**config.mk**
```make
export PLATFORM = sky130hd
export DESIGN_NAME = m_spi_core
export DESIGN_NICKNAME = d
export VERILOG_FILES = /design/src/rtl/m_spi_core.sv
export SDC_FILE = /design/constraint.sdc
export NUM_CORES = 1
export LEC_CHECK = 0
export ABC_AREA = 1
export CAP_MARGIN = 20
export CORE_MARGIN = 8
export CORE_UTILIZATION = 40
export CTS_CLUSTER_SIZE = 30
export DETAILED_ROUTE_END_ITERATION = 7
export PLACE_DENSITY = 0.64
export SYNTH_ARGS = -nofsm -noshare
export SYNTH_HDL_FRONTEND = slang
export SYNTH_SLANG_ARGS = --single-unit
```
**constraint.sdc**
```tcl
create_clock -name I_CLK -period 2.18 [get_ports I_CLK]
set_input_delay 0.218 -clock I_CLK [delete_from_list [all_inputs] [get_ports I_CLK]]
set_output_delay 0.218 -clock I_CLK [all_outputs]
set_load 0.02 [all_outputs]
```
**src/rtl/m_spi_core.sv**
```systemverilog
// m_spi_core: SPI master with byte register map and single-entry TX buffer.
// Define M_SPI_LOOPBACK_EN to enable CONTROL[2] internal MOSI->MISO loopback.
module m_spi_core #(
   parameter int SS_WIDTH = 8
) (
   input  logic                I_CLK,
   input  logic                I_RESETN,
   input  logic                I_TX_EN,
   input  logic [2:0]          I_WADDR,
   input  logic [7:0]          I_WDATA,
   input  logic                I_RX_EN,
   input  logic [2:0]          I_RADDR,
   output logic [7:0]          O_RDATA,
   output logic                O_SCLK,
   output logic                O_MOSI,
   input  logic                I_MISO,
   output logic [SS_WIDTH-1:0] O_SS_N
);

   localparam logic [1:0] ST_IDLE  = 2'd0;
   localparam logic [1:0] ST_LEAD  = 2'd1;
   localparam logic [1:0] ST_SHIFT = 2'd2;
   localparam logic [1:0] ST_TRAIL = 2'd3;
   localparam logic [7:0] SS_KEEP  = 8'((9'd1 << SS_WIDTH) - 9'd1);

   logic [1:0] state;
   logic [3:0] cnt;
   logic [3:0] half;
   logic       spe, cpol, cpha, msbf;
   logic [1:0] div;
   logic       a_cpol, a_cpha, a_msbf;
   logic [1:0] a_div;
   logic [7:0] ssmask, tx_buf, tx_sr, rx_sr, rx_data, rdata;
   logic       tx_empty, rx_rdy, ovr;

   logic       wr_ctl, wr_tx, wr_ss, rd_rx, rd_st;
   logic       spe_nxt, busy, abort, start;
   logic       last, evt, done, samp, miso_in, loop_rd;
   logic [3:0] hm1, half_nxt;
   logic [2:0] bit_no, tx_idx, rx_idx;
   logic [7:0] rd_val;

   assign wr_ctl = I_TX_EN && (I_WADDR == 3'd3);
   assign wr_tx  = I_TX_EN && (I_WADDR == 3'd1);
   assign wr_ss  = I_TX_EN && (I_WADDR == 3'd4);
   assign rd_rx  = I_RX_EN && (I_RADDR == 3'd0);
   assign rd_st  = I_RX_EN && (I_RADDR == 3'd2);

   // Clearing SPE aborts on the same edge that captures the write
   assign spe_nxt = wr_ctl ? I_WDATA[7] : spe;
   assign busy    = state != ST_IDLE;
   assign abort   = busy && !spe_nxt;
   assign start   = !busy && spe && !tx_empty;

   assign hm1      = 4'((5'd2 << a_div) - 5'd1);
   assign last     = cnt == hm1;
   assign evt      = last && (state == ST_LEAD ||
                     (state == ST_SHIFT && half != 4'd15));
   assign half_nxt = (state == ST_LEAD) ? 4'd0 : half + 4'd1;
   assign done     = (state == ST_TRAIL) && last && !abort;

   // Edge into an even half samples for CPHA=0, odd half for CPHA=1
   assign samp   = evt && !abort && (half_nxt[0] == a_cpha);
   assign rx_idx = a_msbf ? 3'd7 - half_nxt[3:1] : half_nxt[3:1];

   always_comb begin
      bit_no = 3'd0;
      unique case (state)
         ST_SHIFT: begin
            if (a_cpha)
               bit_no = half[3:1];
            else if (half == 4'd15)
               bit_no = 3'd7;
            else
               bit_no = half_nxt[3:1];
         end
         ST_TRAIL: bit_no = 3'd7;
         default:  bit_no = 3'd0;
      endcase
   end

   assign tx_idx = a_msbf ? 3'd7 - bit_no : bit_no;
   assign O_MOSI = busy & tx_sr[tx_idx];
   assign O_SCLK = (state == ST_SHIFT) ? (a_cpol ^ ~half[0]) :
                   (busy ? a_cpol : cpol);
   assign O_SS_N = busy ? ~ssmask[SS_WIDTH-1:0] : '1;
   assign O_RDATA = rdata;

`ifdef M_SPI_LOOPBACK_EN
   logic loop;

   always_ff @(posedge I_CLK or negedge I_RESETN) begin
      if (!I_RESETN)
         loop <= 1'b0;
      else if (wr_ctl)
         loop <= I_WDATA[2];
   end

   assign loop_rd = loop;
   assign miso_in = loop ? O_MOSI : I_MISO;
`else
   assign loop_rd = 1'b0;
   assign miso_in = I_MISO;
`endif

   always_comb begin
      rd_val = 8'h00;
      unique case (I_RADDR)
         3'd0:    rd_val = rx_data;
         3'd1:    rd_val = tx_buf;
         3'd2:    rd_val = {ovr, rx_rdy, tx_empty, !busy, 4'b0};
         3'd3:    rd_val = {spe, 1'b0, cpol, cpha, msbf, loop_rd, div};
         3'd4:    rd_val = ssmask;
         default: rd_val = 8'h00;
      endcase
   end

   always_ff @(posedge I_CLK or negedge I_RESETN) begin
      if (!I_RESETN) begin
         state    <= ST_IDLE;
         cnt      <= 4'd0;
         half     <= 4'd0;
         spe      <= 1'b0;
         cpol     <= 1'b0;
         cpha     <= 1'b0;
         msbf     <= 1'b0;
         div      <= 2'd0;
         a_cpol   <= 1'b0;
         a_cpha   <= 1'b0;
         a_msbf   <= 1'b0;
         a_div    <= 2'd0;
         ssmask   <= 8'h00;
         tx_buf   <= 8'h00;
         tx_sr    <= 8'h00;
         rx_sr    <= 8'h00;
         rx_data  <= 8'h00;
         rdata    <= 8'h00;
         tx_empty <= 1'b1;
         rx_rdy   <= 1'b0;
         ovr      <= 1'b0;
      end else begin
         if (abort) begin
            state <= ST_IDLE;
            cnt   <= 4'd0;
         end else begin
            unique case (state)
               ST_IDLE: begin
                  if (start) begin
                     state  <= ST_LEAD;
                     cnt    <= 4'd0;
                     a_cpol <= cpol;
                     a_cpha <= cpha;
                     a_msbf <= msbf;
                     a_div  <= div;
                     tx_sr  <= tx_buf;
                  end
               end
               ST_LEAD: begin
                  if (last) begin
                     state <= ST_SHIFT;
                     cnt   <= 4'd0;
                     half  <= 4'd0;
                  end else
                     cnt <= cnt + 4'd1;
               end
               ST_SHIFT: begin
                  if (last) begin
                     cnt <= 4'd0;
                     if (half == 4'd15)
                        state <= ST_TRAIL;
                     else
                        half <= half + 4'd1;
                  end else
                     cnt <= cnt + 4'd1;
               end
               default: begin
                  if (last) begin
                     state <= ST_IDLE;
                     cnt   <= 4'd0;
                  end else
                     cnt <= cnt + 4'd1;
               end
            endcase
         end

         if (samp)
            rx_sr[rx_idx] <= miso_in;
         if (done)
            rx_data <= rx_sr;

         if (wr_tx)
            tx_empty <= 1'b0;
         else if (start || abort)
            tx_empty <= 1'b1;
         if (wr_tx)
            tx_buf <= I_WDATA;

         if (done)
            rx_rdy <= 1'b1;
         else if (rd_rx)
            rx_rdy <= 1'b0;
         if (done && rx_rdy)
            ovr <= 1'b1;
         else if (rd_st)
            ovr <= 1'b0;

         if (wr_ctl) begin
            spe  <= I_WDATA[7];
            cpol <= I_WDATA[5];
            cpha <= I_WDATA[4];
            msbf <= I_WDATA[3];
            div  <= I_WDATA[1:0];
         end
         if (wr_ss)
            ssmask <= I_WDATA & SS_KEEP;
         if (I_RX_EN)
            rdata <= rd_val;
      end
   end

endmodule
```
==> flow_summary_export.csv <==
group,metric,value,unit
run_status,status,"finished with violations",
run_status,failed_checks,"negative setup slack",
route,drt-vias-per-instance,5.08,
floorplanning,fp-row-count,35,
synthesis,ys_warn_count,0,
floorplanning,design.core.area,0.00902,sq mm
floorplanning,ios,37,
global_routing,grt_pass1_wl,16.1,mm
placement,post-dp-hpwl,6.90,mm
hold_path,hold_class,"in -> async",
synthesis,synthFlopType,"dfrtp_1",
placement,gp_congestion,0.810,
floorplanning,die_area,0.0124,sq mm
route,vias,3178,
critical_path,reg2reg_to,"a_msbf",
clock_tree,clkTransAtPathRegs,0.08,ns
sta,max_freq,441,MHz
global_routing,grt-ovfl-total,0,
finish,n_antenna_cell,0,
clock_tree,ctsRootBufferMaster,"clkbuf_8",
placement,port_buffers,36,
critical_path,cp.required,1.96,ns
floorplanning,die_w,111,microns
synthesis,yosysSeqAreaShare,0.495,
global_routing,grtUsageTotal,0.156,
global_routing,grt_pass1_vias,3248,
sta,layout_min_cycle_time,2.27,ns
critical_path,cp.arrival,2.05,ns
finish,seqCellArea,0.00180,sq mm
route,drtAntennaViolNets,0,
finish,layout.nets,535,
synthesis,syn_nets,465,
job,cap_violations,0,
route,drt_iter0_markers,187,
finish,area_delta_synth_final,31.0,%
sta,slew_violations,0,
critical_path,end_kind,"output pin",
sta,clock_skew,0.0124,ns
clock_tree,htreeDepth,3,
route,drt_first_pass_iters,4,
global_routing,antenna_found_initial,0,
clock_tree,numCtsBuffers,9,
finish,multi_input_area,0.00178,sq mm
critical_path,worst-setup-path-type,"reg -> out",
pwr,leakagePower,2.25,nW
pwr,switchingPower,2.45,mW
critical_path,ff2ff_path_depth,8,
placement,placed_area,0.00429,sq mm
critical_path,r2r_slack,0.09,ns
sta,setup_viol,9,
synthesis,synth-async-reset-ratio,1.00,
pwr,power_frac_seq,0.349,
sta,grt_setup_unrepaired,"yes",
pwr,max-vdd-ir-drop,0.501,mV
clock_tree,numClockSinks,72,
finish,layout_common_cells,"nand2_1, dfrtp_1, inv_1",
pwr,p_sw_frac,0.408,
pwr,internal_power,3.56,mW
sta,tightest_slew,0.517,ns
pwr,combPwrFrac,0.430,
floorplanning,start_util,0.404,
critical_path,worstPathMaxFanout,4,
route,wl_per_cell,15.4,microns
clock_tree,cts_tree,"yes",
finish,drive_above_1_share,0.202,
synthesis,synth-edff-count,0,
clock_tree,cts_buffer_depth,2,
sta,fin_tns_setup,-0.287,ns
sta,setup_slack,-0.0898,ns
sta,max_slew_margin,0.654,
critical_path,rr_startpoint,"state[1]",
pwr,clockPowerShare,0.221,
synthesis,netlist_area,0.00364,sq mm
clock_tree,clk_latency,0.35,ns
route,totalWireLength,9.62,mm
critical_path,start_kind,"register",
finish,final_common_cell,"nand2_1",
floorplanning,fp.dieH,111,microns
placement,post-place-ws,-0.191,ns
synthesis,syn_avg_cell_area,8.27,sq um
sta,hold_violations,0,
global_routing,grt_max_degree,73,
finish,nFillCells,815,
pwr,power,6.01,mW
synthesis,synth_cell_types,37,
route,drc,0,
synthesis,netlist_instances,440,
synthesis,ys_seq_elements,72,
pwr,powerDensity,1260,mW/mm^2
finish,final_area,0.00477,sq mm
sta,period_share,1.04,
[how the worst max path moves through the flow]
stage	start	to	slack (ns)
3_5_place_dp	state[1]	O_MOSI	-0.19
6_report	state[1]	O_MOSI	-0.09
4_1_cts	state[1]	O_MOSI	-0.12
2_1_floorplan	half[0]	O_MOSI	0.26
3_3_place_gp	half[0]	O_MOSI	-0.13
5_1_grt	state[0]	O_MOSI	-0.22
[cells by family (layout without fill, tap and decap cells)]
family,Yosys count,after routing,synth area share
adders and majority gates,6,6,0.0206
AOI/OAI and AO/OA,90,90,0.142
buffers and inverters,61,136,0.0660
and+or+nand+nor,198,198,0.241
xor gates and xnor gates,8,8,0.0192
muxes,5,5,0.0155
DFF,72,72,0.495
[registers in the layout (all words and copies together) (netlist names), 2 cells and up]
name	cells
rx_data	8
ssmask	8
tx_buf	8
O_RDATA	8
half	4
div	2
cnt	4
rx_sr	8
state	2
a_div	2
tx_sr	8
[layer usage]
layer | GRT usage | vias up | share of wire
met5 | 0 | - | 0
li1 | - | 1587 | -
met3 | 0.0435 | 12 | 0.053
met1 | 0.209 | 1516 | 0.47
met4 | 0.0471 | 0 | 0.013
met2 | 0.240 | 63 | 0.46
[timing repair]
action / CTS / global route
gates resized for setup: 16 / 48
hold buffers: 1 / 0
buffers inserted: 0 / 6
setup endpoints to repair: 10 / 10
pin swaps: 0 / 12
hold endpoints to repair: 71 / 0
[worst max-delay path, cell delays in order (launching register included)]
cell and delay, ns:
dfrtp_1 0.42, inv_2 0.10, ha_4 0.16, inv_4 0.04, nand2_2 0.07, nand2_2 0.05
nand2_2 0.07, nand2_4 0.09, nand2_4 0.10, nand2_4 0.06, nand3_1 0.08, nand3_1 0.08
nand3_1 0.08, nand2_1 0.06, nor2_1 0.10, buf_4 0.14
[cells in the mapped netlist (2+ instances only)]
cell type | n | area share
a21oi_1 | 20 | 0.027
a21oi_2 | 2 | 0.0048
a221oi_1 | 4 | 0.0096
clkbuf_1 | 7 | 0.0072
dfrtp_1 | 71 | 0.49
ha_1 | 6 | 0.021
inv_1 | 45 | 0.046
inv_2 | 5 | 0.0052
mux2_1 | 3 | 0.0093
mux2_2 | 2 | 0.0062
nand2_1 | 120 | 0.12
nand2_2 | 3 | 0.0052
nand3_1 | 43 | 0.059
nand4_1 | 3 | 0.0052
nor2_1 | 21 | 0.022
nor2_4 | 3 | 0.0093
nor3_4 | 2 | 0.0089
o2111ai_1 | 3 | 0.0072
o21ai_0 | 32 | 0.044
o21ai_1 | 20 | 0.027
o22ai_1 | 3 | 0.0052
xor2_1 | 7 | 0.017
[per-stage QoR]
step / hold WS (ns) / utilization / cells
global placement: 0.267 / 0.476 / 603
global route: 0.449 / 0.529 / 626
CTS: 0.416 / 0.503 / 620
floorplan: -0.0776 / - / 440
finish: 0.396 / 0.529 / 626
detailed placement: 0.271 / 0.476 / 603
[cell type report]
cell class,count,share of cell area
inverters,52,0.0425
multi-input cells,307,0.373
clock inverters,7,0.0265
well taps,111,0.0291
clock buffers,9,0.0260
repair buffers,68,0.125
flip-flops and latches,72,0.378
[power groups by stage]
stage	Combinational, mW	Clock, mW	Sequential, mW
after global placement	2.23	0	2.06
final	2.58	1.33	2.09
after detailed placement	2.28	0	2.07
after CTS	2.26	1.35	2.05
after global routing	2.88	1.39	2.14
after floorplan	1.48	0	1.98
Note: power is estimated with default switching activity, not from simulation.
